**src/rtl/dmem_arbiter.sv**
```systemverilog
// dmem_arbiter: two-requester data-memory arbiter with a single outstanding
// access. Word loads/stores complete in one cycle; byte/halfword stores use a
// read-modify-write pass through the RMW state.
// Optional feature macro: DMEM_ARB_RR_EN selects round-robin arbitration on
// simultaneous requests; when undefined requester 0 always wins.
module dmem_arbiter #(
  parameter int ADDR_WORDS = 1024
) (
  input  logic        clk,
  input  logic        rst_n,
  // requester 0: core LSU
  input  logic        req0_valid,
  output logic        req0_ready,
  input  logic        req0_we,
  input  logic [31:0] req0_addr,
  input  logic [2:0]  req0_size,
  input  logic [31:0] req0_wdata,
  output logic        resp0_valid,
  output logic [31:0] resp0_rdata,
  output logic        resp0_err,
  // requester 1: loader / debug
  input  logic        req1_valid,
  output logic        req1_ready,
  input  logic        req1_we,
  input  logic [31:0] req1_addr,
  input  logic [2:0]  req1_size,
  input  logic [31:0] req1_wdata,
  output logic        resp1_valid,
  output logic [31:0] resp1_rdata,
  output logic        resp1_err,
  // memory port
  output logic [31:0] mem_address,
  output logic [31:0] mem_write_data,
  output logic        mem_write_enable,
  output logic [3:0]  mem_write_mask,
  input  logic [31:0] mem_read_data
);

  typedef enum logic [1:0] {IDLE, RMW, RESP} state_t;

  localparam logic [31:0] WORDS_LIM = 32'(ADDR_WORDS);
  localparam logic [31:0] RO_WORDS  = 32'd32;

  state_t      state_q, state_d;
  logic        gnt_q, gnt_d;          // requester owning the current access
  logic [29:0] word_q, word_d;        // latched word index
  logic [1:0]  lane_q, lane_d;        // latched addr[1:0]
  logic [2:0]  size_q, size_d;
  logic        we_q, we_d;
  logic        err_q, err_d;
  logic [31:0] data_q, data_d;        // word read at accept (load data or RMW old word)
  logic [15:0] wdata_q, wdata_d;      // store bytes kept for the RMW pass
`ifdef DMEM_ARB_RR_EN
  logic        rr_q, rr_d;            // requester that wins the next tie
`endif

  logic        sel;
  logic        sel_we;
  logic [31:0] sel_addr;
  logic [2:0]  sel_size;
  logic [31:0] sel_wdata;
  logic        sel_err;
  logic        ready0_c, ready1_c, wen_c;
  logic [31:0] mem_wdata_c, mem_addr_c;
  logic [31:0] load_val;

  // Replace the addressed byte/halfword lanes of the old word with store data.
  function automatic logic [31:0] merge_word(input logic [31:0] old_w,
                                             input logic [15:0] wd,
                                             input logic [1:0]  lane,
                                             input logic [2:0]  size);
    logic [31:0] base;
    logic [4:0]  shamt;
    base  = size[0] ? 32'h0000_FFFF : 32'h0000_00FF;
    shamt = {lane, 3'b000};
    return (old_w & ~(base << shamt)) | (({16'h0000, wd} & base) << shamt);
  endfunction

  // Select the addressed lane and sign/zero-extend it.
  function automatic logic [31:0] extract_load(input logic [31:0] w,
                                               input logic [1:0]  lane,
                                               input logic [2:0]  size);
    logic [31:0] sh;
    sh = w >> {lane, 3'b000};
    case (size[1:0])
      2'b00:   return {{24{~size[2] & sh[7]}}, sh[7:0]};
      2'b01:   return {{16{~size[2] & sh[15]}}, sh[15:0]};
      default: return w;
    endcase
  endfunction

  // Next-state, grant and memory-port logic.
  always_comb begin
    // NOTE: every signal gets a default first so no path leaves it unassigned, which would infer a latch.
    state_d     = state_q;
    gnt_d       = gnt_q;
    word_d      = word_q;
    lane_d      = lane_q;
    size_d      = size_q;
    we_d        = we_q;
    err_d       = err_q;
    data_d      = data_q;
    wdata_d     = wdata_q;
`ifdef DMEM_ARB_RR_EN
    rr_d        = rr_q;
`endif
    ready0_c    = 1'b0;
    ready1_c    = 1'b0;
    wen_c       = 1'b0;
    mem_wdata_c = 32'h0;
    mem_addr_c  = {2'b00, word_q};

    if (req0_valid && req1_valid) begin
`ifdef DMEM_ARB_RR_EN
      sel = rr_q;
`else
      sel = 1'b0;
`endif
    end else begin
      sel = req1_valid && !req0_valid;
    end

    sel_we    = sel ? req1_we    : req0_we;
    sel_addr  = sel ? req1_addr  : req0_addr;
    sel_size  = sel ? req1_size  : req0_size;
    sel_wdata = sel ? req1_wdata : req0_wdata;

    sel_err = (sel_size == 3'b011) || (sel_size[2:1] == 2'b11)
           || ((sel_size[1:0] == 2'b01) && sel_addr[0])
           || ((sel_size[1:0] == 2'b10) && (sel_addr[1:0] != 2'b00))
           || ({2'b00, sel_addr[31:2]} >= WORDS_LIM)
           || (sel_we && ({2'b00, sel_addr[31:2]} < RO_WORDS));

    case (state_q)
      IDLE: begin
        if (req0_valid || req1_valid) begin
          ready0_c   = !sel;
          ready1_c   = sel;
          mem_addr_c = {2'b00, sel_addr[31:2]};
          gnt_d      = sel;
          word_d     = sel_addr[31:2];
          lane_d     = sel_addr[1:0];
          size_d     = sel_size;
          we_d       = sel_we;
          err_d      = sel_err;
          data_d     = mem_read_data;
          wdata_d    = sel_wdata[15:0];
`ifdef DMEM_ARB_RR_EN
          rr_d       = !sel;
`endif
          if (!sel_err && sel_we && (sel_size[1:0] == 2'b10)) begin
            wen_c       = 1'b1;
            mem_wdata_c = sel_wdata;
            state_d     = RESP;
          end else if (!sel_err && sel_we) begin
            state_d = RMW;
          end else begin
            state_d = RESP;
          end
        end
      end
      RMW: begin
        wen_c       = 1'b1;
        mem_wdata_c = merge_word(data_q, wdata_q, lane_q, size_q);
        state_d     = RESP;
      end
      RESP: begin
        state_d = IDLE;
      end
      default: begin
        state_d = IDLE;
      end
    endcase
  end

  // Access state registers.
  always_ff @(posedge clk or negedge rst_n) begin
    if (!rst_n) begin
      // NOTE: sequential state uses non-blocking assignments so all flops update together at the edge.
      state_q <= IDLE;
      gnt_q   <= 1'b0;
      word_q  <= '0;
      lane_q  <= '0;
      size_q  <= '0;
      we_q    <= 1'b0;
      err_q   <= 1'b0;
      data_q  <= '0;
      wdata_q <= '0;
    end else begin
      state_q <= state_d;
      gnt_q   <= gnt_d;
      word_q  <= word_d;
      lane_q  <= lane_d;
      size_q  <= size_d;
      we_q    <= we_d;
      err_q   <= err_d;
      data_q  <= data_d;
      wdata_q <= wdata_d;
    end
  end

`ifdef DMEM_ARB_RR_EN
  // Round-robin tie-break pointer.
  always_ff @(posedge clk or negedge rst_n) begin
    if (!rst_n) begin
      rr_q <= 1'b0;
    end else begin
      rr_q <= rr_d;
    end
  end
`endif

  // Combinational IDLE outputs are gated by reset so they drop the moment reset asserts.
  assign req0_ready       = rst_n & ready0_c;
  assign req1_ready       = rst_n & ready1_c;
  assign mem_write_enable = rst_n & wen_c;
  assign mem_write_data   = mem_wdata_c;
  assign mem_address      = mem_addr_c;
  assign mem_write_mask   = 4'hF;

  assign load_val    = (!we_q && !err_q) ? extract_load(data_q, lane_q, size_q) : 32'h0;
  assign resp0_valid = (state_q == RESP) && !gnt_q;
  assign resp1_valid = (state_q == RESP) && gnt_q;
  assign resp0_err   = resp0_valid && err_q;
  assign resp1_err   = resp1_valid && err_q;
  assign resp0_rdata = resp0_valid ? load_val : 32'h0;
  assign resp1_rdata = resp1_valid ? load_val : 32'h0;

endmodule

```
**config.mk**
```make
export PLATFORM = sky130hd
export DESIGN_NAME = dmem_arbiter
export DESIGN_NICKNAME = d
export VERILOG_FILES = /design/src/rtl/dmem_arbiter.sv
export SDC_FILE = /design/constraint.sdc
export NUM_CORES = 1
export LEC_CHECK = 0
export CORE_MARGIN = 1
export CORE_UTILIZATION = 40
export CTS_BUF_LIST = sky130_fd_sc_hd__clkbuf_4 sky130_fd_sc_hd__clkbuf_8
export DETAILED_ROUTE_END_ITERATION = 10
export PLACE_DENSITY = 0.79
export SLEW_MARGIN = 20
export SYNTH_ARGS = -nofsm -noshare
export SYNTH_HDL_FRONTEND = slang
export SYNTH_SLANG_ARGS = --single-unit
```
**constraint.sdc**
```tcl
create_clock -name clk -period 5.5 [get_ports clk]
set_input_delay 0.55 -clock clk [delete_from_list [all_inputs] [get_ports clk]]
set_output_delay 0.55 -clock clk [all_outputs]
set_load 0.02 [all_outputs]
```
==> impl_metrics.toml, run 1 <==
[status]
status = "finished, final reports clean"

[sta]
fin_crit_ns = 4.43
relSlewSlack_pct = 45.5
maxSlewViolCount = 0
skew_ns = 0.00862
hold_viol = 0
fin_tns_setup_ns = 0
setup_ws_ns = 1.07
rsz0062_at_grt = "false"
worst_pin_slew_ns = 0.818
setup_viol = 0
finalCritPeriodShare_pct = 80.5
max_freq_ghz = 0.226

[yosys]
synthTopCellsByCount = "nor2_1 (99), mux2i_1 (91), o21ai_0 (90)"
yosys_warnings = 0
synth_flop_cell = "dfrtp_1"
ys_ff_latch = 88
synth_top_area_cell = "dfrtp_1"
yosysSeqAreaShare_pct = 34.2
synth_top_area_share_pct = 34.2
synth.area.top_cells = "dfrtp_1 (34%), mux2i_1 (14%), o21ai_0 (7.0%)"
synthDistinctLibCells = 47
synth_cells = 751
synth_edf_count = 0
netlist_area_um2 = 6430
postSynth.asyncResetShare_pct = 100
yosysMostFrequentCell = "nor2_1"
postSynthAreaPerCell_um2 = 8.56

[clocking]
cts_buffers = 9
clockRootBuffer = "clkbuf_8"
post-cts-setup-buffers = 0
clk_latency_ns = 0.38
cts_max_level = 3
path_clk_slew_ns = 0.09
ctsResizeCount = 0
clockBufferDepth = 2
cts_tree = "done"
clock-sinks = 88
cts_hold_buffers = 0

[route]
wl_mm = 24.8
drt_iter0_markers = 610
drtAntennaViolNets = 0
avgRoutedWirePerCell_um = 20.1
first_pass_iters = 6
num_vias = 6871
drc_errors = 0
via_per_inst = 5.57

[worst_setup_path]
path_buf_inv = 3
path_max_fanout = 33
r2r-end = "data_q[16]$_DFFE_PN0P_"
crit_top_cell = "clkdlybuf4s50_1"
start_kind = "primary input"
worstPathCellList = "clkdlybuf4s50_1 -> nand2b_4 -> mux2_2 -> a222oi_1 -> nand4_2 -> buf_4 -> o21ai_0 -> clkdlybuf4s50_1"
crit_type = "in -> out"
critPathSlowestCell = "clkdlybuf4s50_1"
critical_path.endpoint_type = "output pin"
r2r_start = "state_q[1]$_DFFE_PN0P_"
max_stage_delay_ns = 0.64
r2r_setup_slack_ns = 2.85
arrival_ns = 3.88
critical-path-top-delay-family = "buffers and inverters"
worst_ep_required_time_ns = 4.95
ff2ff_path_depth = 5

[job]
max_cap_viol_count = 0

[floorplanning]
die_area_um2 = 16600
ios = 311
rows = 45
die_w_um = 129
initial_core_util_pct = 41.7
die_h_um = 129
coreArea_um2 = 15400

[cells_and_area]
drive_gt1_share_pct = 10.4
num-nets-final = 1189
n_antenna_cell = 0
final_core_utilization_pct = 63.2
stdcell_area_um2 = 9750
area_delta_synth_final_pct = 51.7

[grt]
overflow = 0
grt_pass1_wl_mm = 36.5
antenna_found_initial = 0
grtUsageTotal_pct = 29.7
grt_max_degree = 102
grt_pass1_vias = 6601

[min_path]
holdCritPathClass = "in -> async"

[placement]
gp_congestion = 0.931
dp_worst_setup_slack_ns = 1.09
io_buffer_count = 304
dp_hpwl_mm = 19.2
place_area_um2 = 9550

[power]
vdd_ir_drop_max_mv = 0.134
power_density_nw_per_um2 = 250
p_total_mw = 2.43
p_leak_nw = 4.11
==> registers in the layout (all words and copies together), names as in the netlist <==
register / flops
word_q: 30
data_q: 32
we_q: 1
wdata_q: 16
state_q: 2
size_q: 3
gnt_q: 1
err_q: 1
lane_q: 2
==> area by class of cell <==
class / count / area, µm²
Timing Repair Buffer: 315 / 3120
Sequential cell: 88 / 2200
Inverter: 20 / 75.1
Fill cell: 1389 / 5670
Multi-Input combinational cell: 583 / 3880
Clock buffer: 10 / 138
Tap cell: 211 / 264
Clock inverter: 6 / 67.6
==> metal layers <==
layer	global-route usage, %	routed length, µm	up-vias	share of wire [%]
li1	-	-	3220	-
met1	32.5	9070	3215	37
met2	53.8	12600	378	51
met3	6.78	2140	58	8.6
met4	14.9	972	0	3.9
met5	0	0	-	0
==> cells by family after synthesis <==
logic type      share of synthesized area (%)
simple gates                             13.7
buf+inv                                  5.88
compound gates                           24.4
other cells                             0.117
mux                                      21.6
flops                                    34.2
==> layout by cell type, fill, tap and decap left out, types with 2 or more instances in the layout <==
master / count
a211o_1: 2
a21o_1: 8
a21oi_1: 49
a21oi_2: 2
a221o_1: 7
and3_1: 2
buf_4: 12
clkbuf_8: 10
clkdlybuf4s50_1: 303
clkinv_1: 3
clkinvlp_4: 2
conb_1: 6
dfrtp_1: 88
inv_1: 17
mux2_2: 39
mux2i_1: 91
nand2_1: 79
nand2b_1: 4
nand3_1: 7
nor2_1: 99
nor2b_1: 3
nor4_1: 8
o21ai_0: 90
o21ai_2: 5
o21bai_2: 8
o221ai_1: 16
o22ai_1: 10
o22ai_2: 16
o2bb2ai_1: 12
or4_1: 2
==> stage by stage <==
step,hold slack [ns],instances
final,0.121,1233
after global routing,0.143,1233
after CTS,0.123,1233
after detailed placement,0.459,1217
after global placement,0.451,1217
after floorplan,0.254,755
==> how the worst max path moves through the flow <==
| stage | from | to | slack, ns | cells past startpoint |
|---|---|---|---|---|
| after floorplan | req1_addr[18] | mem_write_data[10] | 2.55 | 5 |
| after detailed placement | req0_valid | mem_write_data[10] | 1.09 | 8 |
| after CTS | req0_valid | mem_write_data[10] | 1.06 | 8 |
| after global placement | req0_valid | mem_write_data[10] | 1.13 | 8 |
| final | req0_valid | mem_write_data[10] | 1.07 | 8 |
| after global routing | req0_valid | mem_write_data[9] | 0.83 | 8 |
==> where the power goes <==
| part | switching [mW] | total (mW) | leakage, nW | internal, mW |
|---|---|---|---|---|
| clock | 0.255 | 0.479 | 0.0989 | 0.224 |
| sequential | 0.156 | 0.921 | 1.05 | 0.764 |
| combinational | 0.567 | 1.04 | 2.96 | 0.468 |
Note: power is estimated with default switching activity, not from simulation.
==> inputs of run 2 (changes only) <==
clock period = 4.6 ns   (was 5.5 ns; I/O delays follow)
==> impl_metrics.toml, run 2 (synthesis results as in run 1) <==
[worst_setup_path]
start_kind = "flop"
crit_path_start = "lane_q[1]$_DFFE_PN0P_"
critPathSlowestCell = "dfrtp_1"
cp_num_cells = 6
path_max_fanout = 16
critical_path.endpoint_type = "output pin"
path_buf_inv = 1
worst_ep_required_time_ns = 4.14
max_stage_delay_ns = 0.69
worstPathCellList = "mux4_2 -> a21oi_2 -> o21ai_0 -> nand3_1 -> nor2_1 -> clkdlybuf4s50_1"
r2r-end = "data_q[17]$_DFFE_PN0P_"
crit_end = "resp1_rdata[29]"
r2r_start = "state_q[1]$_DFFE_PN0P_"
r2r_setup_slack_ns = 2.80
ff2ff_path_depth = 4
critical-path-top-delay-family = "simple AND/OR/NAND/NOR gates"
arrival_ns = 3.65
crit_type = "reg -> out"

[floorplanning]
initial_core_util_pct = 41.7
die_h_um = 129
die_w_um = 129
ios = 311
die_area_um2 = 16600
coreArea_um2 = 15400
rows = 45

[sta]
skew_ns = 0.00623
finalCritPeriodShare_pct = 89.4
relSlewSlack_pct = 44.8
rsz0062_at_grt = "false"
fin_tns_setup_ns = 0
hold_viol = 0
fin_crit_ns = 4.11
setup_viol = 0
worst_pin_slew_ns = 0.828
maxSlewViolCount = 0
max_freq_ghz = 0.243

[route]
wl_mm = 24.4
drtAntennaViolNets = 0
drc_errors = 0
drt_iter0_markers = 567
via_per_inst = 5.47
avgRoutedWirePerCell_um = 19.8
num_vias = 6765
first_pass_iters = 5

[power]
swShare_pct = 39.1
p_sw_mw = 1.16
p_clk_share_pct = 21.0
seqPwrFrac_pct = 36.8
power_density_nw_per_um2 = 303
p_total_mw = 2.97
p_int_mw = 1.81
p_leak_nw = 4.14
comb_power_share_pct = 42.1
vdd_ir_drop_max_mv = 0.177

[grt]
overflow = 0
grtUsageTotal_pct = 29.2
grt_pass1_wl_mm = 36.1
grt_pass1_vias = 6514
antenna_found_initial = 0
grt_max_degree = 169

[status]
status = "finished, final reports clean"

[min_path]
holdCritPathClass = "reg -> reg"

[clocking]
clockBufferDepth = 2
path_clk_slew_ns = 0.09
cts_tree = "done"
clockRootBuffer = "clkbuf_8"
cts_buffers = 9
clk_latency_ns = 0.39
post-cts-setup-buffers = 0
cts_max_level = 3
clock-sinks = 88

[cells_and_area]
largest_registers = "data_q (32), word_q (30), wdata_q (16)"
n_antenna_cell = 0
largest_register_ffs = 32
layout_common_cells = "clkdlybuf4s50_1 (302), nor2_1 (99), mux2i_1 (91), o21ai_0 (90), dfrtp_1 (88)"
final_common_cell = "clkdlybuf4s50_1"
num-nets-final = 1193
area_delta_synth_final_pct = 52.7
drive_gt1_share_pct = 10.7
top_register = "data_q"

[placement]
io_buffer_count = 304
dp_hpwl_mm = 18.8
gp_congestion = 0.895

[job]
max_cap_viol_count = 0
==> run 2: worst min-delay path by stage <==
stage | end | cells after the start | from
2_1_floorplan | data_q[0]$_DFFE_PN0P_ | 0 | rst_n
3_3_place_gp | wdata_q[4]$_DFFE_PN0P_ | 1 | rst_n
3_5_place_dp | wdata_q[4]$_DFFE_PN0P_ | 1 | rst_n
4_1_cts | word_q[21]$_DFFE_PN0P_ | 2 | word_q[21]$_DFFE_PN0P_
5_1_grt | word_q[4]$_DFFE_PN0P_ | 2 | word_q[4]$_DFFE_PN0P_
6_report | word_q[21]$_DFFE_PN0P_ | 2 | word_q[21]$_DFFE_PN0P_
==> run 2: tightest hold or removal path, stage by stage, from the launching register on <==
cell and delay [ns]:
dfrtp_1 0.33, nand2_1 0.05, o21ai_0 0.06
==> run 2: metal layers <==
metal | GRT usage (%) | share of wire (%) | wire length [µm]
met5 | 0 | 0 | 0
met4 | 12.9 | 3.4 | 830
met3 | 5.99 | 8.0 | 1960
met2 | 53.8 | 51 | 12500
met1 | 32.2 | 37 | 9150
==> run 2: per-stage QoR <==
stage               utilization, %  cells  setup slack, ns  cell area, µm²  hold slack (ns)
finish                        63.6   1237            0.488            9820            0.476
global route                  63.6   1237            0.287            9820            0.507
CTS                           63.6   1237            0.479            9820            0.481
detailed placement            62.1   1220            0.482            9580            0.420
global placement              62.1   1220            0.637            9580            0.420
floorplan                        -    755             1.83            6440            0.164
==> run 2: cell type report <==
type | count | area, µm²
multi-input combinational | 583 | 3880
clock inverter | 5 | 80.1
timing repair buffer | 319 | 3170
inverter | 20 | 75.1
fill | 1330 | 5610
clock buffer | 11 | 145
sequential | 88 | 2200
tap | 211 | 264
==> run 2: power by group through the flow <==
stage          Sequential (mW)  Clock, mW  Combinational, mW
2_1_floorplan             1.01          0              0.766
3_3_place_gp              1.10          0               1.23
3_5_place_dp              1.10          0               1.24
4_1_cts                   1.09      0.638               1.25
5_1_grt                   1.11      0.666               1.36
6_report                  1.09      0.625               1.25
==> run 2: timing repair <==
action | CTS | global route
resized for setup | 0 | 0
hold endpoints to repair | 3 | 0
hold buffers | 1 | 0
==> inputs of run 3 (changes only) <==
PLACE_DENSITY = 0.77   (was 0.79)
SLEW_MARGIN = 5   (was 20)
==> impl_metrics.toml, run 3 (synthesis results as in run 1) <==
[status]
status = "finished, final reports clean"

[cells_and_area]
n_antenna_cell = 0
final_common_cell = "clkdlybuf4s50_1"
drive_gt1_share_pct = 10.7
largest_register_ffs = 32
top_register = "data_q"
num-nets-final = 1192
largest_registers = "data_q (32), word_q (30), wdata_q (16)"
area_delta_synth_final_pct = 52.2
layout_common_cells = "clkdlybuf4s50_1 (302), nor2_1 (99), mux2i_1 (91), o21ai_0 (90), dfrtp_1 (88)"

[job]
max_cap_viol_count = 0

[worst_setup_path]
critPathSlowestCell = "clkdlybuf4s50_1"
crit_top_cell = "clkdlybuf4s50_1"
path_max_fanout = 33
critical_path.endpoint_type = "output pin"
worst_ep_required_time_ns = 4.14
r2r-end = "data_q[26]$_DFFE_PN0P_"
r2r_start = "state_q[1]$_DFFE_PN0P_"
crit_path_start = "req0_valid"
max_stage_delay_ns = 0.63
crit_end = "mem_write_data[10]"
ff2ff_path_depth = 5
r2r_setup_slack_ns = 1.96
start_kind = "primary input"
worstPathCellList = "clkdlybuf4s50_1 -> nand2b_4 -> mux2_2 -> a222oi_1 -> nand4_2 -> buf_4 -> o21ai_0 -> clkdlybuf4s50_1"
crit_type = "in -> out"
arrival_ns = 3.55

[min_path]
holdCritPathClass = "in -> async"

[floorplanning]
die_area_um2 = 16600
initial_core_util_pct = 41.7
coreArea_um2 = 15400
die_h_um = 129
ios = 311
die_w_um = 129
rows = 45

[route]
via_per_inst = 5.46
num_vias = 6753
drc_errors = 0
avgRoutedWirePerCell_um = 19.5
first_pass_iters = 5
drtAntennaViolNets = 0
wl_mm = 24.1
drt_iter0_markers = 571

[power]
power_density_nw_per_um2 = 300
p_total_mw = 2.94
p_leak_nw = 4.14
vdd_ir_drop_max_mv = 0.179

[clocking]
cts_buffers = 9
ctsResizeCount = 0
cts_tree = "done"
cts_max_level = 3
clock-sinks = 88
clockRootBuffer = "clkbuf_8"
post-cts-setup-buffers = 0
clockBufferDepth = 2
path_clk_slew_ns = 0.09
clk_latency_ns = 0.38
cts_hold_buffers = 0

[grt]
grt_pass1_vias = 6365
grtUsageTotal_pct = 28.7
overflow = 0
grt_pass1_wl_mm = 35.3
antenna_found_initial = 0
grt_max_degree = 92

[sta]
max_freq_ghz = 0.249
fin_crit_ns = 4.01
whs_ns = 0.0531
worst_pin_slew_ns = 0.850
rsz0062_at_grt = "false"
fin_tns_setup_ns = 0
finalCritPeriodShare_pct = 87.2
relSlewSlack_pct = 43.3
setup_viol = 0
maxSlewViolCount = 0
skew_ns = 0.00709
hold_viol = 0

[placement]
io_buffer_count = 304
dp_hpwl_mm = 18.9
gp_congestion = 0.930
-- run 3: area by class of cell --
class / count / area (µm²)
Fill cell: 1405 / 5640
Multi-Input combinational cell: 583 / 3880
Timing Repair Buffer: 318 / 3140
Sequential cell: 88 / 2200
Tap cell: 211 / 264
Clock buffer: 10 / 131
Clock inverter: 6 / 83.8
Inverter: 20 / 75.1
-- run 3: worst min-delay path by stage --
stage	depth (start not counted)	slack (ns)	startpoint	end
floorplan	0	0.16	rst_n	data_q[0]$_DFFE_PN0P_
global placement	2	0.45	word_q[18]$_DFFE_PN0P_	word_q[18]$_DFFE_PN0P_
detailed placement	2	0.46	word_q[10]$_DFFE_PN0P_	word_q[10]$_DFFE_PN0P_
CTS	1	0.06	rst_n	wdata_q[3]$_DFFE_PN0P_
global route	1	0.08	rst_n	wdata_q[0]$_DFFE_PN0P_
finish	1	0.05	rst_n	wdata_q[3]$_DFFE_PN0P_
-- run 3: routing by layer --
layer / global-route usage (%) / vias up / share of wire (%)
met3: 7.07 / 42 / 8.3
met2: 52.9 / 335 / 52
met5: 0 / - / 0
met4: 11.8 / 0 / 2.9
li1: - / 3233 / -
met1: 31.2 / 3143 / 37
-- run 3: stage by stage --
stage          instances  cell area, µm²  setup slack (ns)  utilization (%)
2_1_floorplan        755            6440              1.83                -
3_3_place_gp        1220            9570             0.706             62.0
3_5_place_dp        1220            9570             0.614             62.0
4_1_cts             1236            9780             0.597             63.4
5_1_grt             1236            9780             0.384             63.4
6_report            1236            9780             0.590             63.4
-- run 3: where the power goes --
part           leakage [nW]  internal, mW  total, mW  switching, mW
combinational          2.97         0.564       1.25          0.685
clock                 0.113         0.310      0.602          0.291
sequential             1.05         0.914       1.09          0.173
total                  4.14          1.79       2.94           1.15
-- run 3: worst max-delay path, delay by kind of cell --
kind	cells	cell delay (ns)
compound gates	2	0.69
buf+inv	3	1.55
mux	1	0.38
simple gates	2	0.44
